==> src/rtl/pc_sequencer_if.sv <==
// rtl/pc_sequencer_if.sv - fetch-side bus between the pipeline and the PC sequencer
// master is the pipeline (hazard/execute/decode), slave is the sequencer.
interface pc_sequencer_if;
   logic        stall;
   logic        branch_taken;
   logic [31:0] branch_target;
   logic [31:0] pc;
   logic        instr_valid;
   logic [31:0] instr_pc;
   logic [31:0] instr_pc8;
   logic        flush;
   logic        pc_fault;
   logic [31:0] fetch_count;

   modport master (
      output stall, branch_taken, branch_target,
      input  pc, instr_valid, instr_pc, instr_pc8, flush, pc_fault, fetch_count
   );

   modport slave (
      input  stall, branch_taken, branch_target,
      output pc, instr_valid, instr_pc, instr_pc8, flush, pc_fault, fetch_count
   );
endinterface

==> src/rtl/pc_sequencer.sv <==
// rtl/pc_sequencer.sv - fetch PC sequencer with stall, redirect and bad-target fault
// Qualifiers are registered so they line up with the word fetch returns one cycle after pc.
module pc_sequencer #(
   parameter int          CODE_WORDS = 512,
   parameter logic [31:0] RESET_PC   = 32'h0000_0000
) (
   input logic           clk,
   input logic           resetn,
   pc_sequencer_if.slave bus
);

   localparam logic [31:0] PC_LIMIT = 32'(CODE_WORDS * 4);

   typedef enum logic [1:0] {BOOT, RUN, REDIRECT} state_t;

   state_t      state_q, state_d;
   logic [31:0] pc_q, pc_d;
   logic        instr_valid_q, instr_valid_d;
   logic [31:0] instr_pc_q, instr_pc_d;
   logic [31:0] instr_pc8_q, instr_pc8_d;
   logic        flush_q, flush_d;
   logic        pc_fault_q, pc_fault_d;
   logic [31:0] fetch_count_q, fetch_count_d;
   logic [31:0] pc_inc;
   logic        target_bad;

   always_comb begin
      state_d       = state_q;
      pc_d          = pc_q;
      instr_valid_d = instr_valid_q;
      instr_pc_d    = instr_pc_q;
      flush_d       = 1'b0;
      pc_fault_d    = pc_fault_q;
      pc_inc        = (pc_q + 32'd4 == PC_LIMIT) ? 32'd0 : pc_q + 32'd4;
      target_bad    = (bus.branch_target[1:0] != 2'b00) || (bus.branch_target >= PC_LIMIT);
      fetch_count_d = fetch_count_q + {31'd0, instr_valid_q & ~bus.stall};

      unique case (state_q)
         BOOT: begin
            // One dead cycle hides fetch's reset output word.
            state_d       = RUN;
            pc_d          = RESET_PC;
            instr_valid_d = 1'b0;
         end
         RUN, REDIRECT: begin
            if (bus.branch_taken) begin
               state_d       = REDIRECT;
               pc_d          = target_bad ? RESET_PC : {bus.branch_target[31:2], 2'b00};
               pc_fault_d    = pc_fault_q | target_bad;
               instr_valid_d = 1'b0;
               instr_pc_d    = pc_q;
               flush_d       = 1'b1;
            end else if (state_q == REDIRECT) begin
               // A stalled target word is delivered once, after the stall drops.
               state_d       = RUN;
               instr_valid_d = ~bus.stall;
               instr_pc_d    = pc_q;
               if (!bus.stall) begin
                  pc_d = pc_inc;
               end
            end else if (!bus.stall) begin
               pc_d          = pc_inc;
               instr_valid_d = 1'b1;
               instr_pc_d    = pc_q;
            end
         end
         default: begin
            state_d = BOOT;
         end
      endcase

      instr_pc8_d = instr_pc_d + 32'd8;
   end

   always_ff @(posedge clk or negedge resetn) begin
      if (!resetn) begin
         state_q       <= BOOT;
         pc_q          <= RESET_PC;
         instr_valid_q <= 1'b0;
         instr_pc_q    <= RESET_PC;
         instr_pc8_q   <= RESET_PC + 32'd8;
         flush_q       <= 1'b0;
         pc_fault_q    <= 1'b0;
         fetch_count_q <= 32'd0;
      end else begin
         state_q       <= state_d;
         pc_q          <= pc_d;
         instr_valid_q <= instr_valid_d;
         instr_pc_q    <= instr_pc_d;
         instr_pc8_q   <= instr_pc8_d;
         flush_q       <= flush_d;
         pc_fault_q    <= pc_fault_d;
         fetch_count_q <= fetch_count_d;
      end
   end

   assign bus.pc          = pc_q;
   assign bus.instr_valid = instr_valid_q;
   assign bus.instr_pc    = instr_pc_q;
   assign bus.instr_pc8   = instr_pc8_q;
   assign bus.flush       = flush_q;
   assign bus.pc_fault    = pc_fault_q;
   assign bus.fetch_count = fetch_count_q;

endmodule

==> src/flat_wrapper.sv <==
// flat-port wrapper written by rule: the top's interface ports become plain ports
module pc_sequencer_flat 
#(
   parameter int          CODE_WORDS = 512,
   parameter logic [31:0] RESET_PC   = 32'h0000_0000
)
  (clk, resetn, bus_stall, bus_branch_taken, bus_branch_target, bus_pc, bus_instr_valid, bus_instr_pc, bus_instr_pc8, bus_flush, bus_pc_fault, bus_fetch_count);
  pc_sequencer_if bus_i ();
  input logic clk;
  input logic resetn;
  input wire logic [$bits(bus_i.stall)-1:0] bus_stall;
  input wire logic [$bits(bus_i.branch_taken)-1:0] bus_branch_taken;
  input wire logic [$bits(bus_i.branch_target)-1:0] bus_branch_target;
  output wire logic [$bits(bus_i.pc)-1:0] bus_pc;
  output wire logic [$bits(bus_i.instr_valid)-1:0] bus_instr_valid;
  output wire logic [$bits(bus_i.instr_pc)-1:0] bus_instr_pc;
  output wire logic [$bits(bus_i.instr_pc8)-1:0] bus_instr_pc8;
  output wire logic [$bits(bus_i.flush)-1:0] bus_flush;
  output wire logic [$bits(bus_i.pc_fault)-1:0] bus_pc_fault;
  output wire logic [$bits(bus_i.fetch_count)-1:0] bus_fetch_count;
  assign bus_i.stall = bus_stall;
  assign bus_i.branch_taken = bus_branch_taken;
  assign bus_i.branch_target = bus_branch_target;
  assign bus_pc = bus_i.pc;
  assign bus_instr_valid = bus_i.instr_valid;
  assign bus_instr_pc = bus_i.instr_pc;
  assign bus_instr_pc8 = bus_i.instr_pc8;
  assign bus_flush = bus_i.flush;
  assign bus_pc_fault = bus_i.pc_fault;
  assign bus_fetch_count = bus_i.fetch_count;
  pc_sequencer #(.CODE_WORDS(CODE_WORDS), .RESET_PC(RESET_PC)) u_core (.clk(clk), .resetn(resetn), .bus(bus_i));
endmodule
==> config.mk <==
export PLATFORM = sky130hd
export DESIGN_NAME = pc_sequencer_flat
export DESIGN_NICKNAME = d
export VERILOG_FILES = /design/src/rtl/pc_sequencer_if.sv /design/src/rtl/pc_sequencer.sv /design/src/flat_wrapper.sv
export SDC_FILE = /design/constraint.sdc
export NUM_CORES = 1
export LEC_CHECK = 0
export CAP_MARGIN = 20
export CORE_MARGIN = 1
export CORE_UTILIZATION = 40
export CTS_CLUSTER_DIAMETER = 120
export DETAILED_ROUTE_END_ITERATION = 10
export PLACE_DENSITY = 0.67
export SYNTH_ARGS = -nofsm -noshare
export SYNTH_HDL_FRONTEND = slang
export SYNTH_SLANG_ARGS = --single-unit
==> constraint.sdc <==
create_clock -name clk -period 5.1 [get_ports clk]
set_input_delay 0.51 -clock clk [delete_from_list [all_inputs] [get_ports clk]]
set_output_delay 0.51 -clock clk [all_outputs]
set_load 0.01 [all_outputs]
==> impl_metrics.csv <==
group,metric,value,unit
outcome,status,"finished, violations left",
outcome,failed_checks,"hold timing",
cts,path_clk_slew,0.06,ns
logic_synthesis,synth_warnings,0,
global_routing,grt_pass1_wl,27600,µm
power_and_ir_drop,combPwrFrac,22.3,%
global_routing,overflow,0,
sta,hold_ws,-0.00583,ns
logic_synthesis,synthArstFlopShare,100,%
logic_synthesis,synth.avg_cell_area,10.0,µm²
power_and_ir_drop,peakVddDrop,0.244,mV
logic_synthesis,synth.distinct_cells,67,
logic_synthesis,ys_seq_elements,127,
power_and_ir_drop,p_per_area,357,nW/µm²
placed_design,gp_congestion,0.843,
sta,post-route-min-period,3.76,ns
logic_synthesis,syn_inst,648,
logic_synthesis,synthTopCellsByArea,"dfrtp_1 (48%), xnor2_1 (6.6%), mux2i_1 (3.2%), nand2_1 (3.0%), o21ai_0 (2.8%)",
floorplan,die_area,16800,µm²
cts,cts_tree,"done",
floorplan,die_h,130,µm
power_and_ir_drop,p_leak,3.98,nW
critical_path,critPathMaxStageDelay,0.55,ns
sta,rsz0062_at_grt,"no",
sta,slew_headroom,43.6,%
floorplan,start_util,40.9,%
cts,clk_latency,0.42,ns
critical_path,crit_path_end_kind,"flip-flop",
final_layout,area_growth,38.0,%
logic_synthesis,yosysTopAreaCell,"dfrtp_1",
power_and_ir_drop,p_int,2.29,mW
final_layout,nets,845,
global_routing,use_met3,5.53,%
global_routing,busiest_layer,"met2",
sta,period_share,73.7,%
sta,skew,0.00702,ns
cts,cts_hold_buf,0,
final_layout,final_util,56.5,%
floorplan,rows,46,
logic_synthesis,synth_top_area_share,48.5,%
placed_design,io_buffers,164,
sta,final_hold_viol_count,13,
logic_synthesis,synth_edf_count,0,
cts,htree_levels,4,
critical_path,critPathRequiredTime,5.40,ns
critical_path,critPathMaxFanout,37,
drt,drt_wl_total,17300,µm
cts,cts_made_buffers,17,
logic_synthesis,synthFlopType,"dfrtp_1",
power_and_ir_drop,p_sw_share,28.5,%
logic_synthesis,ys_seq_area_share,48.9,%
global_routing,met1_usage,28.6,%
drt,drc_errors,0,
placed_design,place_area,8270,µm²
critical_path,critPathLaunchType,"flip-flop",
logic_synthesis,syn_area,6500,µm²
floorplan,die_w,130,µm
drt,drtIter0Drc,336,
drt,routedWlPerCell,16.8,µm
drt,ant_nets,0,
drt,viasPerCell,5.37,
sta,slew_viol_final,0,
logic_synthesis,synth_most_common_cell,"dfrtp_1",
cts,ctsResizeCount,0,
flow_run,max_cap_violations,0,
final_layout,design_area,8980,µm²
power_and_ir_drop,pwr-share-clk,43.2,%
power_and_ir_drop,p_total,3.20,mW
floorplan,core_region_area,15900,µm²
final_layout,drive_gt1_share,7.99,%
drt,vias,5530,
global_routing,grt_max_degree,81,
sta,finalSetupTns,0,ns
power_and_ir_drop,power_frac_seq,34.5,%
global_routing,grt_pass1_vias,5274,
critical_path,arrival,4.06,ns
critical_path,criticalPathCategory,"flip-flop to flip-flop",
placed_design,dp_hpwl,12400,µm
critical_path,path_cells,"inv_1, ha_1, or3b_1, nand2_8, mux2i_1, inv_1, ha_1, or4b_1, nand4b_4, nor3_4, nand4_1, xnor2_1",
cts,clockRootBuffer,"clkbuf_16",
floorplan,ios,167,
final_layout,antenna_cells,0,
global_routing,grt_use_total,21.5,%
sta,max_freq,266,MHz
global_routing,grtUsageMet2,33.9,%
critical_path,crit_path_top_delay_cell,"or3b_1",
power_and_ir_drop,switching_power,0.913,mW
sta,setup_viol,0,
global_routing,antenna_found_initial,0,
drt,dr.pass1.iters,5,
logic_synthesis,netlist_top_cells_count,"dfrtp_1 (126), nand2_1 (52), xnor2_1 (49)",
sta,worst_slew_pin_slew,0.846,ns
cts,cts_buffer_depth,2,
cts,cts.sinks,127,
worst_hold_path,hold_path.class,"primary input to async pin",
cts,post-cts-setup-buffers,0,
==> metal layers <==
layer / vias to the layer above / wire length (µm)
met5: - / 0
met4: 0 / 235
met3: 23 / 1190
met2: 216 / 8150
met1: 2675 / 7750
li1: 2616 / -
==> state kept, by name, summed over array words and instances, names as in the netlist <==
register and cells:
u_core.bus.fetch_count 32, u_core.bus.instr_valid 1, u_core.bus.flush 1, u_core.bus.instr_pc8 29, u_core.bus.instr_pc 31, u_core.bus.pc_fault 1
u_core.state_q 2, u_core.bus.pc 30
==> area by class of cell <==
| class | count | area, µm² |
|---|---|---|
| Fill cell | 1349 | 6910 |
| Sequential cell | 127 | 3180 |
| Multi-Input combinational cell | 453 | 3030 |
| Timing Repair Buffer | 171 | 1710 |
| Clock buffer | 22 | 464 |
| Tap cell | 216 | 270 |
| Clock inverter | 10 | 208 |
| Inverter | 31 | 116 |
==> through the flow <==
stage / setup slack (ns) / cells / hold slack (ns)
global placement: 1.18 / 996 / 0.451
floorplan: 1.19 / 649 / 0.214
finish: 1.34 / 1030 / -0.00583
CTS: 1.35 / 1028 / 0.310
detailed placement: 1.08 / 996 / 0.472
global route: 1.08 / 1030 / 0.00267
==> cells by family after synthesis <==
| logic type | count (synthesis) | synth area share [%] |
|---|---|---|
| compound gates | 109 | 10.5 |
| xor+xnor | 62 | 8.35 |
| fa+ha+maj | 8 | 1.54 |
| buf+inv | 69 | 4.62 |
| flops | 127 | 48.9 |
| mux | 33 | 5.31 |
| other cells | 1 | 0.0577 |
| simple gates | 239 | 20.7 |
==> power groups by stage <==
stage | Sequential [mW] | Combinational [mW] | Clock (mW)
2_1_floorplan | 1.13 | 0.437 | 0
3_3_place_gp | 1.12 | 0.693 | 0
6_report | 1.11 | 0.714 | 1.38
5_1_grt | 1.11 | 0.778 | 1.45
4_1_cts | 1.10 | 0.713 | 1.41
3_5_place_dp | 1.12 | 0.709 | 0
==> path summary, 6_finish.rpt <==
path / start / endpoint / slack [ns] / cells after the start
max in group asynchronous: resetn / u_core.bus.instr_pc8[23] / 3.84 / 3
worst min register to register: u_core.bus.fetch_count[31] / u_core.bus.fetch_count[31] / 0.48 / 1
min in group clk: u_core.bus.fetch_count[31] / u_core.bus.fetch_count[31] / 0.48 / 1
worst max register to register: u_core.state_q[0] / u_core.bus.instr_pc8[29] / 1.34 / 12
worst min-delay path: resetn / u_core.bus.fetch_count[14] / -0.006 / 1
worst max-delay path: u_core.state_q[0] / u_core.bus.instr_pc8[29] / 1.34 / 12
==> worst max-delay path: cells and delay by family (launching register included) <==
| kind | cells | cell delay, ns |
|---|---|---|
| xor+xnor | 1 | 0.15 |
| fa+ha+maj | 2 | 0.46 |
| buf+inv | 2 | 0.20 |
| flops | 1 | 0.39 |
| mux | 1 | 0.16 |
| simple gates | 6 | 2.26 |
==> layout by cell type (no fill, tap or decap), types with 8 or more instances in the layout <==
cell type	count
dfrtp_1	126
nor4_1	17
xor2_1	13
mux2_2	12
nor2_1	45
nand4_1	28
o31ai_1	13
a31oi_1	9
xnor2_1	49
o21ai_0	37
nand3_1	25
ha_1	8
and3_1	14
mux2i_1	21
clkdlybuf4s50_1	163
inv_1	31
clkbuf_16	17
nor3_1	15
a21oi_1	21
nand2_1	52
Note: power is estimated with default switching activity, not from simulation.
==> RTL edit: new RTL, same settings <==
Re-encode `state_t` (3 states) as one-hot, 3 bits wide.
--- a/src/rtl/pc_sequencer.sv
+++ b/src/rtl/pc_sequencer.sv
@@ -11,7 +11,7 @@
 
    localparam logic [31:0] PC_LIMIT = 32'(CODE_WORDS * 4);
 
-   typedef enum logic [1:0] {BOOT, RUN, REDIRECT} state_t;
+   typedef enum logic [2:0] {BOOT = 3'b001, RUN = 3'b010, REDIRECT = 3'b100} state_t;
 
    state_t      state_q, state_d;
    logic [31:0] pc_q, pc_d;
Behaviour: same outputs for any inputs over 4 cycles, from zero or initial values and one cycle with resetn low; so few cycles prove little.
==> RTL edit against the original RTL <==
Area after synthesis grew 0.48%; final area shrank 1.3%; total power shrank 7.0%; critical path depth shrank 2; count of clock-buffer cells in the layout shrank 3; non-clock buffer count shrank 2; sequential cell count grew 1; wire length grew 5.3%; die area grew 0.48%; clock skew grew 0.0037 ns; worst setup slack gained 0.37 ns.
==> RTL edit: results (changes against the original RTL) <==
GLOBAL ROUTING
------------------------------------------------------------------------------
Wire length of the first global-routing pass                          29.07 mm   +5.2%
Gr usage total                                                          22.53%   +0.99 points
Via count of the first global-routing pass                                5526   +4.8%

FINAL LAYOUT
------------------------------------------------------------------------------
Layout cell share with drive strength beyond 1                          6.418%   -1.6 points
Total number of nets in the final design                                   884   +4.6%
Fill cell instance count of the final layout                              1416   +5.0%
Final std cells w/o fill                                                  1073   +4.2%

SYNTH
------------------------------------------------------------------------------
Gate count after technology mapping                                        698   +7.7%
Distinct cell type count of the synthesized netlist                         62   -7.5%
Share of the yosys chip area belonging to registers                     49.05%   +0.17 points
Count of synthesis-stage warnings from yosys                                 0   unchanged
Most frequent cells after synthesis                               dfrtp_1 (126), nand2_1 (95), nor2_1 (55), o21ai_0 (52), xnor2_1 (46)
Dominant cells by area after synthesis                            dfrtp_1 (48%), xnor2_1 (6.2%), nand2_1 (5.5%)

SETUP PATH
------------------------------------------------------------------------------
Depth of the worst register-to-register path                                 9   -3
Arrival time reported for the critical path endpoint                   3.72 ns   -0.34 ns
Critical path destination                                         u_core.bus.instr_pc8[27]$_DFF_PN0_
Destination of the worst register-to-register timing path         u_core.bus.pc[11]$_DFFE_PN0P_
Crit. Startpoint                                                     bus_stall
Slowest stage delay, CP                                                0.65 ns   +0.10 ns
FF-to-FF Start                                                    u_core.bus.pc[2]$_DFFE_PN0P_
Standard cell with the maximum stage delay on the critical path          or2_1

ROUTE
------------------------------------------------------------------------------
First-iteration detailed-routing DRC count                                 319   -5.1%
Via-to-Cell Ratio                                                        5.355   -0.26%

CLOCKING
------------------------------------------------------------------------------
Total of cells resized after clock tree synthesis                            0   unchanged
Clock buffer depth                                                           2   unchanged
Buffer cell driving the clock tree root                              clkbuf_16

STA
------------------------------------------------------------------------------
Worst Tran Pin Value                                                  1.046 ns   +0.1998 ns
Max Clock Skew                                                      0.01068 ns   +0.003667 ns

STATUS
------------------------------------------------------------------------------
Status                                                            complete, no violations

POWER
------------------------------------------------------------------------------
Worst-case vdd ir drop                                             0.0002545 V   +4.2%

PLACEMENT
------------------------------------------------------------------------------
Cell Count Post-Placement                                                 1041   +4.5%
Post-DP HPWL                                                          13.13 mm   +5.6%

[RTL edit: cell types whose count changed after synthesis, sizes merged, moves of 4 or more]
cell and change:
a21oi +7, clkbuf +8, ha -4, inv -10, mux2 -11, nand2 +42, nand3 +15, nand4 -11
nor2 +11, nor4 -5, o21ai +15, o31ai -10, or3 +5
[RTL edit: logic make-up (layout without fill, tap and decap cells)]
group	count (synthesis)	count (layout)	synth area share, %
buffers and inverters	64	222	4.384
flip-flops	128	128	49.05
multiplexers	21	21	3.427
XOR/XNOR	61	61	8.175
adder cells (fa/ha/maj)	4	4	0.7659
other	1	2	0.05738
AND/OR/NAND/NOR	305	305	23.91
AO/OA/AOI/OAI	114	114	10.22
[RTL edit: layout make-up]
type,count,area share [%]
clock buffers,19,5.000
clock inverters,13,1.554
inverters,21,0.8898
multi-input cells,507,34.42
flip-flops and latches,128,36.19
well taps,216,3.051
repair buffers,169,18.90
[RTL edit: stage by stage]
step | hold slack (ns) | instance area (sq um) | setup slack [ns]
finish | 0.2017 | 8859 | 1.709
global placement | 0.4628 | 8273 | 1.415
detailed placement | 0.4637 | 8278 | 1.360
CTS | 0.2265 | 8859 | 1.761
global route | 0.2864 | 8859 | 1.501
floorplan | 0.2144 | 6539 | 2.102
[RTL edit: report_power, final]
part | total (uW) | switching, uW | internal [uW]
clock | 1190 | 460 | 731
combinational | 613 | 352 | 261
sequential | 1180 | 85.0 | 1090
[RTL edit: per-layer routing]
metal / up-vias / track usage (%) / share of wire, %
li1: 2724 / - / -
met1: 2772 / 29.21 / 44
met2: 216 / 36.36 / 48
met3: 34 / 5.289 / 5.5
met4: 0 / 9.097 / 2.3
met5: - / 0 / 0
